`src/rtl/refresh_sequencer.sv`:
```
// Refresh sequencer: turns timer refresh requests into a drain, PREA, REF
// command sequence and restarts the refresh interval when it is done.
module refresh_sequencer #(
    parameter int tRP   = 4,
    parameter int tRFC  = 10,
    parameter int BANKS = 16,
    parameter int CNTW  = 16
) (
    input  logic             CK_t,
    input  logic             reset,
    input  logic             refresh_almost,
    input  logic             refresh_rdy,
    input  logic [BANKS-1:0] bank_open,
    input  logic             cmd_busy,
    input  logic             cmd_gnt,
    output logic             hold_off,
    output logic             cmd_req,
    output logic [1:0]       cmd_code,
    output logic             refresh_busy,
    output logic             clear_refresh,
    output logic [CNTW-1:0]  ref_count
);

    localparam int MAXD = (tRP > tRFC) ? tRP : tRFC;
    localparam int CW   = $clog2(MAXD + 1);
    localparam logic [CW-1:0] RP_LD  = CW'(tRP - 1);
    localparam logic [CW-1:0] RFC_LD = CW'(tRFC - 1);

    typedef enum logic [2:0] {
        IDLE,
        DRAIN,
        PREA,
        WAIT_RP,
        REF,
        WAIT_RFC,
        CLEAR
    } state_t;

    state_t          state_q, state_d;
    logic [CW-1:0]   cnt_q, cnt_d;
    logic            hold_q, hold_d;
    logic [CNTW-1:0] count_q, count_d;

    always_ff @(posedge CK_t) begin
        if (reset) begin
            state_q <= IDLE;
            cnt_q   <= '0;
            hold_q  <= 1'b0;
            count_q <= '0;
        end else begin
            state_q <= state_d;
            cnt_q   <= cnt_d;
            hold_q  <= hold_d;
            count_q <= count_d;
        end
    end

    always_comb begin
        state_d       = state_q;
        cnt_d         = cnt_q;
        hold_d        = hold_q;
        count_d       = count_q;
        cmd_req       = 1'b0;
        cmd_code      = 2'b00;
        clear_refresh = 1'b0;
        unique case (state_q)
            IDLE: begin
                if (refresh_almost || refresh_rdy) hold_d = 1'b1;
                if (refresh_rdy) state_d = DRAIN;
            end
            DRAIN: begin
                if (!cmd_busy) state_d = (|bank_open) ? PREA : REF;
            end
            PREA: begin
                cmd_req  = 1'b1;
                cmd_code = 2'b01;
                if (cmd_gnt) begin
                    cnt_d   = RP_LD;
                    state_d = WAIT_RP;
                end
            end
            WAIT_RP: begin
                if (cnt_q == '0) state_d = REF;
                else cnt_d = cnt_q - CW'(1);
            end
            REF: begin
                cmd_req  = 1'b1;
                cmd_code = 2'b10;
                if (cmd_gnt) begin
                    cnt_d   = RFC_LD;
                    state_d = WAIT_RFC;
                end
            end
            WAIT_RFC: begin
                if (cnt_q == '0) state_d = CLEAR;
                else cnt_d = cnt_q - CW'(1);
            end
            CLEAR: begin
                clear_refresh = 1'b1;
                count_d       = count_q + CNTW'(1);
                hold_d        = 1'b0;
                state_d       = IDLE;
            end
            default: state_d = IDLE;
        endcase
    end

    assign hold_off     = hold_q;
    assign ref_count    = count_q;
    assign refresh_busy = (state_q != IDLE);

endmodule

```
`config.mk`:
```
export PLATFORM = sky130hd
export DESIGN_NAME = refresh_sequencer
export DESIGN_NICKNAME = d
export VERILOG_FILES = /design/src/rtl/refresh_sequencer.sv
export SDC_FILE = /design/constraint.sdc
export NUM_CORES = 1
export LEC_CHECK = 0
export ABC_CLOCK_PERIOD_IN_PS = 1810
export BUFFER_PORTS_ARGS = -buffer_cell sky130_fd_sc_hd__buf_4
export CORE_ASPECT_RATIO = 1.75
export CORE_MARGIN = 5
export CORE_UTILIZATION = 45
export DETAILED_ROUTE_END_ITERATION = 12
export PLACE_DENSITY = 0.73
export REMOVE_ABC_BUFFERS = 1
export SYNTH_ARGS = -nofsm -noshare
export SYNTH_HDL_FRONTEND = slang
export SYNTH_SLANG_ARGS = --single-unit
export TNS_END_PERCENT = 1
```
`constraint.sdc`:
```
create_clock -name CK_t -period 1.81 [get_ports CK_t]
set_input_delay 0.0905 -clock CK_t [delete_from_list [all_inputs] [get_ports CK_t]]
set_output_delay 0.0905 -clock CK_t [all_outputs]
set_load 0.005 [all_outputs]
```
* Yosys cells after proc, flatten, opt, wreduce, memory -nomap -nowiden
Index checks and enable logic that the tools add are counted.
Word-level totals: register bits after elaboration 24, bits in latches 0, bits in writable memories 0, memory bits (read-only) 0, input port bits 22, memories kept 0
Cells by class: $add $sub $neg 2, $mul 0, divide/modulo/power cells 0, magnitude comparators 0, equality and inequality tests 14, shifts and indexed selects 0, muxes and demuxes 17, bitwise logic cells 0, reduce and logical (&&, ||, !) cells 12
Operators with widths (number):
- $mux 3 | 7
- $pmux 3 s6 | 1
- $add 16x1->16 const B | 1
- $ne 2x2->1 const B | 8
- $reduce_or 16->1 | 1
- $mux 4 | 3
- $pmux 4 s3 | 1
- $eq 3x3->1 const B | 3
- $eq 3x2->1 const B | 2
- $reduce_and 6->1 | 1
- $reduce_bool 3->1 | 2
- $logic_not 4->1 | 1
- $pmux 2 s2 | 1
- $reduce_and 4->1 | 1
- $reduce_or 2->1 | 2
- $sub 4x1->4 const B | 1
- $eq 3x1->1 const B | 1
- $logic_not 3->1 | 1
- $mux 1 | 3
- $pmux 1 s2 | 1
- $reduce_and 2->1 | 1
- $reduce_bool 2->1 | 1
- $logic_or 1x1->1 | 1

* Logic depth before layout (Yosys ltp)
Gate-level depths: netlist (run 1).
depth after elaboration 4, mapped depth 6, gate-level depth less buffers 6

* Worst setup path before layout (run 1)
No wires, ideal clock.
path kind reg2reg, start register cnt_q[0], end register state_q[2], library setup time 0.103 ns, data arrival time 1.557 ns, data required time 1.707 ns, path slack 0.149 ns, stages on the path, launching flop included 7, period minus slack after synthesis 1.661 ns, cells stage by stage dfxtp_1 inv_1 ha_1 or3b_2 a21boi_0 nor2_1 a2111oi_2
On the way: longest elaborated chain between the ends 3, elaborated cells on any way between the ends 4, those cells by class eq/ne: 2; reduce/logical: 2
Ends and longest elaborated chain:
- start: declaration | RTL line 40 | logic [CW-1:0] cnt_q, cnt_d;
- start signal: assignment | RTL line 52 | cnt_q <= cnt_d;
- $logic_not 4->1 (*) | RTL line 83, 95
- $ne 2x2->1 (no line)
- $reduce_and 6->1 (no line) (*)
- end signal: assignment | RTL line 51 | state_q <= state_d;
- end: declaration | RTL line 39 | state_t state_q, state_d;
Mark *: on every way between the ends. The rest lies on a longest branch, timed or not. A chain may end at the register's enable or synchronous reset.

* Worst setup path after layout (run 1)
start register cnt_q[1], end register state_q[2]
Same word-level chain as after synthesis.

==> results of run 1 <==
[cell usage after synthesis, drive strengths merged, types with 2 or more instances]
master  number  area [µm²]
a211oi       2        15.0
a21oi        9        45.0
a31oi        2        12.5
and3b        2        17.5
buf          4        25.0
clkbuf       4        15.0
dfxtp       24         480
ha           3        37.5
inv          3        11.3
mux2i        3        30.0
nand2        4        15.0
nand3        6        42.5
nand4       10        62.6
nor2        16        60.1
nor2b        2        12.5
nor3b        2        15.0
nor4         4        25.0
o211ai       2        15.0
o21ai        8        40.0
o31ai        2        15.0
or3          6        37.5
or4          2        15.0
xor2         9        86.3
[what timing repair did]
item / in CTS / in global routing
endpoints found under the setup margin: 0 / 3
gates resized for setup: 0 / 4
buffers inserted: 0 / 0
[cells in the final DEF (no fill, tap or decap), drive strengths merged, types with 4 or more instances in the layout]
master,n
dfxtp,24
nand4,10
or3,6
nand3,6
nor4,4
buf,54
xor2,9
nand2,4
nor2,16
a21oi,9
o21ai,8
[flip-flops by register name, indices dropped and copies added (netlist names)]
register / count
cnt_q: 4
ref_count: 16
hold_off: 1
state_q: 3
[where the power goes]
group,switching [mW],total [mW],internal [mW]
Sequential,0.00831,0.548,0.539
Clock,0.152,0.300,0.148
Combinational,0.0854,0.186,0.100
[final cells by class]
class	count	area (µm²)
inverters	3	11.3
fillers	240	1000
multi-input cells	110	744
flip-flops and latches	24	480
well taps	27	33.8
clock buffers	3	41.3
repair buffers	54	405
[cell families after synthesis]
group / count (synthesis) / synth area share, %
buffers and inverters: 11 / 4.04
and+or+nand+nor: 62 / 28.9
muxes: 3 / 2.36
adders and majority gates: 3 / 2.96
AOI/OAI and AO/OA: 32 / 16.5
xor gates and xnor gates: 10 / 7.49
DFF: 24 / 37.8
[worst min-delay path by stage]
stage	start	end	slack [ns]	cells after the start
global placement	refresh_almost	hold_off$_SDFFE_PP0P_	0.37	3
global route	cmd_busy	state_q[0]$_SDFFE_PP0P_	0.10	3
detailed placement	cmd_busy	state_q[0]$_SDFFE_PP0P_	0.38	3
finish	cmd_busy	state_q[0]$_SDFFE_PP0P_	0.10	3
CTS	cmd_busy	state_q[0]$_SDFFE_PP0P_	0.1	3
floorplan	reset	cnt_q[2]$_SDFFE_PP0P_	0.16	1
[critical path: stages, from the launching register on]
cell and delay (ns):
dfxtp_1 0.34, inv_1 0.09, ha_1 0.17, or3b_4 0.41
a21boi_2 0.17, nor2_1 0.07, a2111oi_2 0.28
[routing by layer]
layer / global-route usage [%] / routed length [µm] / up-vias
li1: - / - / 637
met1: 16.8 / 1180 / 591
met2: 29.0 / 1630 / 41
met3: 3.34 / 222 / 5
met4: 6.82 / 36 / 0
met5: 0 / 0 / -
==> flow_summary_export.csv, run 1 <==
group,metric,value,unit
status,outcome,"complete, no violations",
routing,drt_wl_total,3070,µm
routing,wire_per_inst,13.9,µm
floorplanning,chipHeight,80.3,µm
sta,finalCriticalPeriod,1.63,ns
final_layout,antennaDiodeCount,0,
final_layout,layout-drive-gt1-share,33.0,%
setup_path,reg2regPathDepth,6,
global_routing,grt_overflow,0,
routing,vias_per_cell,5.76,
hold_path,hold_class,"in2reg",
sta,layout_setup_ws,0.178,ns
clocking,hold_buffers,0,
setup_path,worstPathArrival,1.79,ns
synthesis,synth_area,1270,µm²
pwr,p_leak,0.723,nW
clocking,h-tree-depth,1,
global_routing,grt_pass1_wl,5190,µm
placed_design,gp_congestion,0.803,
sta,skew,0.00114,ns
synthesis,ys_seq_area_share,37.8,%
sta,hold_ws,0.102,ns
setup_path,path_class,"reg2reg",
sta,hold_viol_final,0,
sta,finalCritPeriodShare,90.2,%
final_layout,areaGrowthSynthToFinish,35.2,%
clocking,cts_tree,"yes",
setup_path,crit_start,"cnt_q[1]$_SDFFE_PP0P_",
pwr,total_power,1.03,mW
floorplanning,floorplan.die_area,4030,µm²
synthesis,synth_flop_cell,"dfxtp_1",
floorplanning,die_x,50.2,µm
placed_design,preCtsSetupSlack,0.0241,ns
clocking,cts_sinks,24,
placed_design,dpl-instance-area,1670,µm²
clocking,clock_latency,0.26,ns
setup_path,r2r_slack,0.18,ns
sta,finalMaxSlewViolations,0,
setup_path,reg2reg_from,"cnt_q[1]$_SDFFE_PP0P_",
routing,drcViolationCount,0,
placed_design,placedCellCount,218,
setup_path,cp.required,1.96,ns
pwr,p_per_area,602,nW/µm²
setup_path,r2r-end,"state_q[2]$_SDFFE_PP0P_",
clocking,cts_buffers,3,
sta,max_freq,0.613,GHz
routing,drtAntennaViolNets,0,
routing,initialDrtViolationCount,26,
setup_path,path_max_fanout,4,
clocking,clkTransAtPathRegs,0.08,ns
synthesis,yosys_warnings,0,
sta,fin_tns_setup,0,ns
synthesis,yosys_register_bits,24,
setup_path,critPathLaunchType,"flip-flop",
run,maxCapViolCount,0,
routing,via_count,1274,
clocking,cts-root-buf,"clkbuf_8",
sta,finalSetupViolations,0,
floorplanning,start_util,46.7,%
placed_design,hpwl,2490,µm
sta,slew_headroom,73.9,%
floorplanning,rows,25,
final_layout,post-route-util,63.1,%
synthesis,synth_edf_count,0,
global_routing,grt_pass1_vias,1243,
global_routing,grt_antenna_before_repair,0,
floorplanning,ios,44,
synthesis,avgSynthCellArea,8.76,µm²
placed_design,port_buffers,43,
sta,worstMarginPinSlew,0.390,ns
floorplanning,core_area,2720,µm²
synthesis,synth-async-reset-ratio,0,%
pwr,vdd_drop_max,0.446,mV
final_layout,final_cell_area,1720,µm²
final_layout,fin_nets,221,
setup_path,end_kind,"flip-flop",
clocking,clockBufferDepth,2,
global_routing,track_usage,15.9,%
synthesis,syn_inst,145,
routing,drt_first_pass_iters,4,
global_routing,grt_max_degree,26,
setup_path,crit_end,"state_q[2]$_SDFFE_PP0P_",
final_layout,finalNonFillerCells,221,
sta,grt_setup_unrepaired,"no",
synthesis,ys_types,42,
Note: power is estimated with default switching activity, not from simulation.
==> run 2: changes to the inputs <==
- ABC_CLOCK_PERIOD_IN_PS: 1810 -> 1800
- clock period: 1.81 -> 1.8 ns (I/O delays scaled with it)
==> flow_summary_export.csv, run 2 (synthesized netlist as in run 1, its figures left out) <==
group,metric,value,unit
global_routing,grt_pass1_vias,1349,
routing,dr_wl_met2,1770,µm
final_layout,antennaDiodeCount,0,
hold_path,hp-start,"cmd_busy",
final_layout,mostFrequentLayoutCells,"54 x buf_4, 24 x dfxtp_1, 16 x nor2_1, 10 x nand4_1, 9 x a21oi_1",
routing,drt-met1-wl,1150,µm
clocking,clockBufferDepth,2,
floorplanning,chipHeight,80.3,µm
final_layout,finalNonFillerCells,221,
hold_path,hold_class,"in2reg",
final_layout,fillCellCount,270,
global_routing,grt_pass1_wl,5510,µm
setup_path,end_kind,"flip-flop",
sta,finalMaxSlewViolations,0,
final_layout,seq_area,480,µm²
clocking,cts-root-buf,"clkbuf_8",
routing,drtAntennaViolNets,0,
sta,worstMarginPinSlew,0.434,ns
clocking,clock_latency,0.26,ns
setup_path,path_max_fanout,5,
floorplanning,rows,25,
global_routing,grt_overflow,0,
global_routing,grt_max_degree,26,
sta,hold_viol_final,0,
clocking,clkTransAtPathRegs,0.08,ns
sta,fin_tns_setup,0,ns
routing,highest-signal-layer,"met4",
floorplanning,die_x,50.2,µm
setup_path,reg2reg_from,"cnt_q[0]$_SDFFE_PP0P_",
routing,vias_per_cell,5.87,
sta,skew,0.00418,ns
sta,finalCritPeriodShare,90.9,%
routing,drt_first_pass_iters,4,
routing,route.met3.wl,232,µm
clocking,h-tree-depth,1,
floorplanning,core_area,2720,µm²
setup_path,reg2regPathDepth,6,
sta,max_freq,0.611,GHz
pwr,p_switching,252,µW
pwr,p_per_area,608,nW/µm²
routing,wire_per_inst,14.5,µm
final_layout,fin_nets,221,
pwr,total_power,1.04,mW
status,outcome,"complete, no violations",
pwr,internal_power,792,µW
final_layout,largest_reg_flops,16,
placed_design,dpl-instance-area,1670,µm²
global_routing,track_usage,16.9,%
setup_path,worstPathArrival,1.79,ns
floorplanning,ios,44,
final_layout,layout-drive-gt1-share,32.5,%
placed_design,port_buffers,43,
pwr,p_leak,0.723,nW
final_layout,post-route-util,63.1,%
sta,slew_headroom,71.0,%
setup_path,cp.required,1.96,ns
clocking,cts_setup_buffers,0,
placed_design,hpwl,2600,µm
routing,via_count,1298,
final_layout,multiInputGateArea,744,µm²
placed_design,placedCellCount,218,
floorplanning,start_util,46.7,%
placed_design,gp_congestion,0.802,
final_layout,final_cell_area,1720,µm²
pwr,vdd_drop_max,0.496,mV
sta,finalSetupViolations,0,
hold_path,worstHoldPathCells,3,
pwr,pwr-share-clk,29.0,%
floorplanning,floorplan.die_area,4030,µm²
routing,drcViolationCount,0,
final_layout,areaGrowthSynthToFinish,35.2,%
setup_path,critPathLaunchType,"flip-flop",
run,maxCapViolCount,0,
pwr,switching_share,24.1,%
global_routing,grt_antenna_before_repair,0,
clocking,cts_tree,"yes",
sta,grt_setup_unrepaired,"no",
final_layout,layout_commonest_cell,"buf_4",
routing,drt_wl_total,3200,µm
pwr,combPwrFrac,18.2,%
clocking,cts_sinks,24,
setup_path,path_class,"reg2reg",
pwr,seqPwrFrac,52.7,%
routing,initialDrtViolationCount,12,
setup_path,crit_start,"cnt_q[0]$_SDFFE_PP0P_",
clocking,cts_buffers,3,
sta,finalCriticalPeriod,1.64,ns
run 2: cell count changes in the layout (fill, tap and decap cells not counted):
cell | previous run | this run
inv_2 | 1 | 0
inv_1 | 2 | 3
run 2: worst max-delay path: stages (launching register included):
cell	delay [ns]
dfxtp_1	0.35
inv_1	0.11
ha_1	0.18
or3b_4	0.41
nand3_1	0.09
o21ai_0	0.10
a221oi_1	0.29
run 2: per-stage QoR:
step / hold WS [ns] / setup WS (ns)
2_1_floorplan: 0.159 / 0.0487
3_5_place_dp: 0.376 / 0.0445
4_1_cts: 0.0983 / 0.0281
3_3_place_gp: 0.373 / 0.122
6_report: 0.0996 / 0.164
5_1_grt: 0.106 / 0.0651
run 2: layout make-up:
type / count / area share, %
Sequential cell: 24 / 28.0
Tap cell: 27 / 1.97
Inverter: 3 / 0.656
Timing Repair Buffer: 54 / 23.6
Clock buffer: 3 / 2.41
Multi-Input combinational cell: 110 / 43.4
run 2: worst paths after layout:
path / to / slack [ns]
setup / recovery: cnt_q[0]$_SDFFE_PP0P_ / 0.16
hold / removal: state_q[0]$_SDFFE_PP0P_ / 0.1
setup reg to reg: cnt_q[0]$_SDFFE_PP0P_ / 0.16
hold reg to reg: hold_off$_SDFFE_PP0P_ / 0.47
run 2: timing repair:
item | in CTS | in global routing
gates resized for setup | 0 | 3
endpoints found under the setup margin | 0 | 3
hold buffers | 0 | 0
run 2: routing by layer:
metal  GRT usage, %  up-vias
li1               -      637
met3           3.90        6
met5              0        -
met2           32.1       44
met4           7.61        0
met1           16.5      611
run 2: power groups by stage:
| stage | clock, mW | combinational [mW] | sequential (mW) |
|---|---|---|---|
| floorplan | 0 | 0.0716 | 0.574 |
| detailed placement | 0 | 0.185 | 0.563 |
| global route | 0.340 | 0.212 | 0.553 |
| global placement | 0 | 0.177 | 0.562 |
| finish | 0.303 | 0.190 | 0.550 |
| CTS | 0.313 | 0.186 | 0.550 |
==> run 3: changes to the inputs <==
- ABC_CLOCK_PERIOD_IN_PS: 1800 -> 1900
- clock period: 1.8 -> 1.9 ns (I/O delays scaled with it)
==> flow_summary_export.csv, run 3 (synthesized netlist as in run 1, its figures left out) <==
group,metric,value,unit
clocking,cts-root-buf,"clkbuf_8",
sta,finalMaxSlewViolations,0,
final_layout,mostFrequentLayoutCells,"50 x buf_4, 24 x dfxtp_1, 16 x nor2_1, 10 x nand4_1, 9 x a21oi_1",
setup_path,path_class,"reg2reg",
routing,drt_wl_total,3080,µm
clocking,h-tree-depth,1,
clocking,cts_tree,"yes",
floorplanning,core_area,2720,µm²
global_routing,grt_overflow,0,
clocking,clkTransAtPathRegs,0.09,ns
setup_path,critPathLaunchType,"flip-flop",
routing,drt_first_pass_iters,4,
global_routing,grt_max_degree,26,
final_layout,largest_reg_flops,16,
pwr,p_switching,259,µW
global_routing,grt_antenna_before_repair,0,
clocking,clock_latency,0.27,ns
setup_path,cp_top_family,"simple AND/OR/NAND/NOR gates",
setup_path,cp.required,2.07,ns
final_layout,fin_nets,217,
floorplanning,ios,44,
clocking,cts_buffers,3,
pwr,seqPwrFrac,45.7,%
sta,fin_tns_setup,0,ns
final_layout,areaGrowthSynthToFinish,35.0,%
sta,finalCriticalPeriod,1.72,ns
routing,via_count,1288,
run,maxCapViolCount,0,
sta,skew,0.00549,ns
sta,finalCritPeriodShare,90.3,%
clocking,cts_sinks,24,
global_routing,grt_pass1_vias,1272,
setup_path,cp_slowest_cell,"or3b_2",
routing,initialDrtViolationCount,44,
placed_design,gp_congestion,0.778,
floorplanning,chipHeight,80.3,µm
status,outcome,"complete, no violations",
sta,finalSetupViolations,0,
clocking,hold_buffers,0,
placed_design,port_buffers,43,
hold_path,hold_class,"in2reg",
floorplanning,start_util,46.7,%
pwr,pwr-share-clk,39.8,%
pwr,internal_power,881,µW
sta,hold_viol_final,0,
routing,drtAntennaViolNets,0,
setup_path,path_max_fanout,5,
setup_path,slowest_delay,0.50,ns
pwr,p_leak,0.717,nW
setup_path,end_kind,"flip-flop",
setup_path,cp_cell_sequence,"inv_1 -> ha_1 -> or3b_2 -> a21boi_2 -> nor2_1 -> a2111oi_2",
routing,drcViolationCount,0,
placed_design,hpwl,2390,µm
setup_path,worstPathArrival,1.89,ns
sta,worstMarginPinSlew,0.422,ns
routing,vias_per_cell,5.91,
final_layout,layout_commonest_cell,"buf_4",
floorplanning,die_x,50.2,µm
sta,slew_headroom,71.9,%
pwr,vdd_drop_max,0.435,mV
setup_path,path_buf_inv,1,
global_routing,track_usage,16.4,%
clocking,clockBufferDepth,2,
global_routing,grt_pass1_wl,5250,µm
pwr,switching_share,22.7,%
pwr,combPwrFrac,14.5,%
floorplanning,floorplan.die_area,4030,µm²
final_layout,layout-drive-gt1-share,31.4,%
routing,wire_per_inst,14.1,µm
pwr,p_per_area,665,nW/µm²
floorplanning,rows,25,
final_layout,post-route-util,63.0,%
sta,max_freq,0.583,GHz
final_layout,antennaDiodeCount,0,
sta,grt_setup_unrepaired,"no",
[run 3: cell count changes in the layout (fill, tap and decap cells not counted)]
cell	delta
or3b_4	-1
or3b_2	+1
bufinv_16	+1
buf_4	-4
[run 3: timing repair]
item,4_1_cts,5_1_grt
gates resized for setup,0,2
endpoints found under the hold margin,0,0
setup endpoints to repair,0,1
buffers inserted,0,0
[run 3: metrics by stage]
stage               power (mW)  hold WS (ns)  std cells  area, µm²  setup slack, ns
floorplan                0.612         0.164        137       1230            0.149
finish                    1.14         0.105        218       1710            0.184
global route              1.19         0.130        218       1710          0.00751
global placement         0.691         0.378        214       1640            0.145
detailed placement       0.696         0.389        214       1640           0.0550
CTS                       1.14         0.107        218       1710           0.0314
[run 3: power groups by stage]
stage               logic [mW]  registers (mW)  clock network [mW]
floorplan               0.0678           0.544                   0
global placement         0.159           0.532                   0
detailed placement       0.163           0.533                   0
CTS                      0.164           0.521               0.459
global route             0.184           0.523               0.488
finish                   0.166           0.521               0.453
[run 3: tightest hold or removal path, stage by stage]
cell,delay [ns]
buf_4,0.08
o21bai_1,0.05
a21oi_1,0.12
[run 3: area by class of cell]
type,instances,area (µm²)
Tap cell,27,33.8
Multi-Input combinational cell,110,742
Inverter,3,11.3
Clock buffer,3,41.3
Sequential cell,24,480
Fill cell,246,1010
Timing Repair Buffer,50,375
Clock inverter,1,30.0
[run 3: routing by layer]
metal | share of wire, % | global-route usage (%)
met1 | 39 | 17.4
met2 | 52 | 27.7
met3 | 6.9 | 3.53
met4 | 2.5 | 11.3
met5 | 0 | 0
[run 3: final timing paths]
check,slack [ns],end,cells past startpoint,from
max,0.18,state_q[2]$_SDFFE_PP0P_,6,cnt_q[0]$_SDFFE_PP0P_
min reg2reg,0.48,hold_off$_SDFFE_PP0P_,2,hold_off$_SDFFE_PP0P_
max reg2reg,0.18,state_q[2]$_SDFFE_PP0P_,6,cnt_q[0]$_SDFFE_PP0P_
min,0.11,hold_off$_SDFFE_PP0P_,3,refresh_almost
